<file path="src/rtl/jstk_spi_responder.sv">
// jstk_spi_responder: SPI mode-0 slave that stands in for the joystick module.
// It returns a 5-byte position/button frame and decodes the master's command
// byte into two LED bits. All SPI pins are oversampled in the clk domain.
module jstk_spi_responder #(
    parameter int SCLK_MIN_DIV = 8
) (
    input  logic       clk,
    input  logic       rst_n,
    input  logic       ss,
    input  logic       sclk,
    input  logic       mosi,
    output logic       miso,
    output logic       miso_en,
    input  logic [9:0] x_pos,
    input  logic [9:0] y_pos,
    input  logic [2:0] btn,
    output logic [1:0] led,
    output logic       frame_done,
    output logic       busy
);

    typedef enum logic [1:0] {
        ST_IDLE  = 2'd0,
        ST_SHIFT = 2'd1,
        ST_HOLD  = 2'd2
    } state_t;

    // Ratios below 8 leave miso no settling margin before the next sclk rise;
    // the block itself has no logic that depends on the ratio.
    if (SCLK_MIN_DIV < 8) begin : g_slow_sclk_margin_low
    end

    // Byte order of the joystick read frame; indices past the last byte read 0.
    function automatic logic [7:0] tx_byte(input logic [2:0] idx,
                                           input logic [9:0] x,
                                           input logic [9:0] y,
                                           input logic [2:0] b);
        logic [7:0] v;
        case (idx)
            3'd0:    v = x[7:0];
            3'd1:    v = {6'b000000, x[9:8]};
            3'd2:    v = y[7:0];
            3'd3:    v = {6'b000000, y[9:8]};
            3'd4:    v = {5'b00000, b};
            default: v = 8'h00;
        endcase
        return v;
    endfunction

    // Synchronizer chains: [0],[1] are the 2-FF sync, [2] is the edge-detect delay.
    logic [2:0] ss_sync_q;
    logic [2:0] sclk_sync_q;
    logic [1:0] mosi_sync_q;

    logic ss_lvl_s;
    logic ss_fall_s;
    logic ss_rise_s;
    logic sclk_rise_s;
    logic sclk_fall_s;
    logic mosi_bit_s;

    state_t     state_q, state_d;
    logic [7:0] tx_q, tx_d;
    logic [7:0] rx_q, rx_d;
    logic [7:0] cmd_q, cmd_d;
    logic [2:0] bit_cnt_q, bit_cnt_d;
    logic [2:0] byte_cnt_q, byte_cnt_d;
    logic [9:0] x_sh_q, x_sh_d;
    logic [9:0] y_sh_q, y_sh_d;
    logic [2:0] btn_sh_q, btn_sh_d;
    logic [1:0] led_q, led_d;
    logic       frame_done_q, frame_done_d;
    logic       miso_q, miso_d;
    logic       miso_en_q, miso_en_d;
    logic       busy_q, busy_d;

    // Shift the raw SPI pins through their synchronizer chains.
    always_ff @(posedge clk or negedge rst_n) begin
        if (!rst_n) begin
            ss_sync_q   <= 3'b000;
            sclk_sync_q <= 3'b000;
            mosi_sync_q <= 2'b00;
        end else begin
            ss_sync_q   <= {ss_sync_q[1:0], ss};
            sclk_sync_q <= {sclk_sync_q[1:0], sclk};
            mosi_sync_q <= {mosi_sync_q[0], mosi};
        end
    end

    // Resetting the chains low means an ss already low at release is never seen
    // as a falling edge, so a frame in progress is not joined.
    assign ss_lvl_s    = ss_sync_q[1];
    assign ss_fall_s   = ss_sync_q[2] & ~ss_sync_q[1];
    assign ss_rise_s   = ~ss_sync_q[2] & ss_sync_q[1];
    assign sclk_rise_s = ~sclk_sync_q[2] & sclk_sync_q[1];
    assign sclk_fall_s = sclk_sync_q[2] & ~sclk_sync_q[1];
    assign mosi_bit_s  = mosi_sync_q[1];

    // Frame FSM: next state, shift registers, counters and registered outputs.
    always_comb begin
        state_d      = state_q;
        tx_d         = tx_q;
        rx_d         = rx_q;
        cmd_d        = cmd_q;
        bit_cnt_d    = bit_cnt_q;
        byte_cnt_d   = byte_cnt_q;
        x_sh_d       = x_sh_q;
        y_sh_d       = y_sh_q;
        btn_sh_d     = btn_sh_q;
        led_d        = led_q;
        frame_done_d = 1'b0;
        case (state_q)
            ST_IDLE: begin
                if (ss_fall_s) begin
                    x_sh_d     = x_pos;
                    y_sh_d     = y_pos;
                    btn_sh_d   = btn;
                    tx_d       = tx_byte(3'd0, x_pos, y_pos, btn);
                    rx_d       = 8'h00;
                    bit_cnt_d  = 3'd0;
                    byte_cnt_d = 3'd0;
                    state_d    = ST_SHIFT;
                end else begin
                    state_d = ST_IDLE;
                end
            end
            ST_SHIFT: begin
                // ss release wins over any sclk strobe seen in the same cycle.
                if (ss_rise_s) begin
                    state_d = ST_IDLE;
                end else if (sclk_rise_s) begin
                    rx_d      = {rx_q[6:0], mosi_bit_s};
                    bit_cnt_d = bit_cnt_q + 3'd1;
                    if (bit_cnt_q == 3'd7) begin
                        if (byte_cnt_q == 3'd0) begin
                            cmd_d = rx_d;
                        end else begin
                            cmd_d = cmd_q;
                        end
                        byte_cnt_d = byte_cnt_q + 3'd1;
                        if (byte_cnt_q == 3'd4) begin
                            state_d      = ST_HOLD;
                            frame_done_d = 1'b1;
                            if (cmd_q[7:2] == 6'b100000) begin
                                led_d = cmd_q[1:0];
                            end else begin
                                led_d = led_q;
                            end
                        end else begin
                            state_d = ST_SHIFT;
                        end
                    end else begin
                        byte_cnt_d = byte_cnt_q;
                    end
                end else if (sclk_fall_s) begin
                    if (bit_cnt_q != 3'd0) begin
                        tx_d = {tx_q[6:0], 1'b0};
                    end else begin
                        tx_d = tx_byte(byte_cnt_q, x_sh_q, y_sh_q, btn_sh_q);
                    end
                end else begin
                    state_d = ST_SHIFT;
                end
            end
            ST_HOLD: begin
                if (ss_rise_s) begin
                    state_d = ST_IDLE;
                end else begin
                    state_d = ST_HOLD;
                end
            end
            default: begin
                state_d = ST_IDLE;
            end
        endcase
        miso_d    = (state_d == ST_SHIFT) ? tx_d[7] : 1'b0;
        miso_en_d = ~ss_lvl_s & (state_d != ST_IDLE);
        busy_d    = (state_d != ST_IDLE);
    end

    // State and datapath registers.
    always_ff @(posedge clk or negedge rst_n) begin
        if (!rst_n) begin
            state_q      <= ST_IDLE;
            tx_q         <= 8'h00;
            rx_q         <= 8'h00;
            cmd_q        <= 8'h00;
            bit_cnt_q    <= 3'd0;
            byte_cnt_q   <= 3'd0;
            x_sh_q       <= 10'd0;
            y_sh_q       <= 10'd0;
            btn_sh_q     <= 3'd0;
            led_q        <= 2'b00;
            frame_done_q <= 1'b0;
            miso_q       <= 1'b0;
            miso_en_q    <= 1'b0;
            busy_q       <= 1'b0;
        end else begin
            state_q      <= state_d;
            tx_q         <= tx_d;
            rx_q         <= rx_d;
            cmd_q        <= cmd_d;
            bit_cnt_q    <= bit_cnt_d;
            byte_cnt_q   <= byte_cnt_d;
            x_sh_q       <= x_sh_d;
            y_sh_q       <= y_sh_d;
            btn_sh_q     <= btn_sh_d;
            led_q        <= led_d;
            frame_done_q <= frame_done_d;
            miso_q       <= miso_d;
            miso_en_q    <= miso_en_d;
            busy_q       <= busy_d;
        end
    end

    assign miso       = miso_q;
    assign miso_en    = miso_en_q;
    assign led        = led_q;
    assign frame_done = frame_done_q;
    assign busy       = busy_q;

endmodule
</file>
<file path="config.mk">
export PLATFORM = sky130hd
export DESIGN_NAME = jstk_spi_responder
export DESIGN_NICKNAME = d
export VERILOG_FILES = /design/src/rtl/jstk_spi_responder.sv
export SDC_FILE = /design/constraint.sdc
export NUM_CORES = 1
export LEC_CHECK = 0
export BUFFER_PORTS_ARGS = -buffer_cell sky130_fd_sc_hd__buf_2
export CORE_MARGIN = 2
export CORE_UTILIZATION = 60
export CTS_CLUSTER_SIZE = 20
export DETAILED_ROUTE_END_ITERATION = 10
export HOLD_SLACK_MARGIN = 0.08
export PLACE_DENSITY = 0.82
export SLEW_MARGIN = 20
export SYNTH_ARGS = -nofsm -noshare
export SYNTH_HDL_FRONTEND = slang
export SYNTH_SLANG_ARGS = --single-unit
</file>
<file path="constraint.sdc">
create_clock -name clk -period 5 [get_ports clk]
set_clock_uncertainty 0.2 [all_clocks]
set_input_delay 0.25 -clock clk [delete_from_list [all_inputs] [get_ports clk]]
set_output_delay 0.25 -clock clk [all_outputs]
set_load 0.05 [all_outputs]
</file>
==> impl_results.md <==
- CTS max path bufs: 2
- Final GP Congestion: 0.8138
- PortBufs: 33
- Total track usage: 26.05%
- Syn Area/Cell: 10.37 um2
- Htree depth: 3
- Initial Util: 63.29%
- Syn Std Cell Area: 3029 um2
- Routed WL: 6493 um
- Post-Place Worst Slack: 2501 ps
- Yosys warns: 0
- WL/cell: 15.50 um
- Area of the multi-input gates: 1247 um2
- Layout Utilization: 78.07%
- #FFs+latches synth: 68
- Min Tclk post-route: 2470 ps
- Top cells by area, synth: dfrtp_1 56%, nand2_1 9.3%, a22o_1 3.8%, mux2_2 3.3%, ha_1 3.3%
- Clk pin slew, worst setup/hold paths: 80 ps
- Pwr Density: 367.4 nW/um2
- CP Data Arrival Time: 2490 ps
- Vias: 2,376
- Core Box Area: 4786 um2
- Setup Buffers After CTS: 0
- FP Rows: 25
- Clock Latency Late Sink: 340 ps
- Fmax: 404.8 MHz
- Post-synth EDFFs: 0
- Worst min path class: register to register
- Synth cell types: 44
- Initial antenna violation count: 0
- Vias in the first global route: 2,394
- Setup ws final: 2530 ps
- Most used flip-flop cell after synthesis: dfrtp_1
- Layout cells sized above 1: 19.03%
- Root buffer selected by CTS: clkbuf_8
- Routed vias/inst: 5.671
- Leakage power: 1.800 nW
- Tcrit/Tclk final: 49.41%
- Synthesized Nets: 328
- Resized Gates After CTS: 0
- FF-to-FF Start: byte_cnt_q[0]
- Max-cap viol count: 0
- Antenna viol nets, final: 0
- Most frequent cell after synthesis: nand2_1
- GRT overflow: 0
- Critical path type: register to register
- Setup TNS: 0 ps
- Die width: 75.06 um
- Synthesized instance count: 292
- Final nets: 383
- Area share of the largest cell type after synthesis: 56.18%
- Area grow syn2layout: 23.34%
- Startpoint Class: register
- Setup violators final: 0
- Sequential area share after synthesis: 56.18%
- Leading cell types by count after synthesis: 75 x nand2_1, 68 x dfrtp_1, 15 x clkbuf_1, 13 x a22o_1, 13 x nor2_1
- Final std cells w/o fill: 419
- First-pass GRT wire length: 10,980 um
- Register area: 1702 um2
- Initial DRT Pass Iterations: 6
- Area leader, netlist: dfrtp_1
- Req. time, crit path: 5020 ps
- Worst Setup SP: byte_cnt_q[0]
- Slew HR: 27.34%
- Max FO, Critical Path: 15
- Synth async-reset ratio: 100.0%
- CTS Sinks: 68
- N_diodes: 0
- Io pins: 34
- Worst hold start: ss_sync_q[0]
- Max Slew Vio Count: 0
- Drt drc: 0
- CTS Hold Buffers Added: 27
- Tot Pwr: 1.373 mW
- DRT iter0 DRCs: 244
- Final Hold Vio Count: 0
- CTS tree: done
- RSZ-0062 raised after global routing: false
- Largest net degree at the start of global routing: 69
- Post-Place Cells: 376
- DIE HEIGHT: 75.06 um
- Worst-margin pin slew: 1090 ps
- DP HPWL: 3715 um
- Fill count: 303
- Max IR drop VDD: 297.9 uV
- Outcome: finished clean
- Cts bufs inserted: 9
- Worst Setup End Kind: register
- Die area: 5633 um2
sequential cells by signal, summed over array words and instances (netlist names):
signal       cells
cmd_q            8
led              2
btn_sh_q         3
x_sh_q          10
frame_done       1
sclk_sync_q      3
miso             1
ss_sync_q        3
bit_cnt_q        3
rx_q             7
mosi_sync_q      2
miso_en          1
busy             1
y_sh_q          10
byte_cnt_q       3
state_q          2
tx_q             8
power by group:
group / internal, mW / switching, mW / total, mW
logic: 0.0874 / 0.112 / 0.199
clock network: 0.296 / 0.216 / 0.513
registers: 0.615 / 0.0459 / 0.661
critical path: stages (launching register included):
cell	delay, ps
dfrtp_1	430
inv_1	120
ha_1	530
nor4_1	130
nor3_1	390
a32oi_1	190
a221oi_1	360
through the flow:
stage / area, um2 / hold WS [ps]
after CTS: 3730 / 156.4
after global placement: 3233 / 133.1
after floorplan: 3029 / -245.6
after detailed placement: 3233 / 138.8
after global routing: 3736 / 164.7
final: 3736 / 154.2
per-layer routing:
| layer | share of wire [%] | track usage, % | routed length [um] |
|---|---|---|---|
| met4 | 2.0 | 10.52 | 128 |
| met1 | 43 | 34.02 | 2779 |
| met3 | 3.9 | 4.819 | 251 |
| met2 | 51 | 43.18 | 3333 |
| met5 | 0 | 0 | 0 |
placed cells by master (no fill, tap or decap), types with 2 or more instances in the layout:
cell type / netlist / routed
a211oi_1: 2 / 2
a21oi_1: 6 / 6
a221oi_1: 5 / 5
a222oi_1: 2 / 2
a22o_1: 13 / 13
a22oi_1: 2 / 2
a31oi_1: 2 / 2
a32oi_1: 6 / 6
buf_2: 2 / 33
buf_4: 0 / 2
bufinv_16: 0 / 2
clkbuf_8: 0 / 10
clkinv_4: 0 / 2
dfrtp_1: 68 / 68
dlygate4sd3_1: 0 / 27
ha_1: 8 / 8
inv_1: 7 / 7
mux2_1: 2 / 2
mux2_2: 9 / 9
nand2_1: 75 / 75
nand2b_1: 6 / 6
nand3_1: 6 / 6
nand3b_1: 2 / 2
nor2_1: 13 / 13
nor2b_1: 3 / 3
nor3_1: 7 / 5
o21ai_0: 8 / 8
o2bb2ai_1: 2 / 2
or3_1: 2 / 2
final cells by class:
| class | instances | area share [%] |
|---|---|---|
| sequential | 68 | 45.55 |
| multi-input combinational | 199 | 33.39 |
| timing repair buffer | 62 | 12.06 |
| clock buffer | 11 | 3.784 |
| clock inverter | 5 | 2.277 |
| tap | 67 | 2.244 |
| inverter | 7 | 0.7033 |
worst paths after layout:
check	to	slack [ps]	depth (start not counted)
max in group asynchronous	miso	3630	3
setup reg to reg	tx_q[5]	2530	6
hold / removal	ss_sync_q[1]	150	0
setup / recovery	tx_q[5]	2530	6
min in group asynchronous	busy	420	3
hold reg to reg	ss_sync_q[1]	150	0
kinds of logic after synthesis:
kind of cell	Yosys count	synth area share [%]
compound gates	55	13.84
fa+ha+maj	8	3.305
buf+inv	25	3.180
flops	68	56.18
mux	11	4.089
simple gates	125	19.41
(Power assumes the default switching activity.)
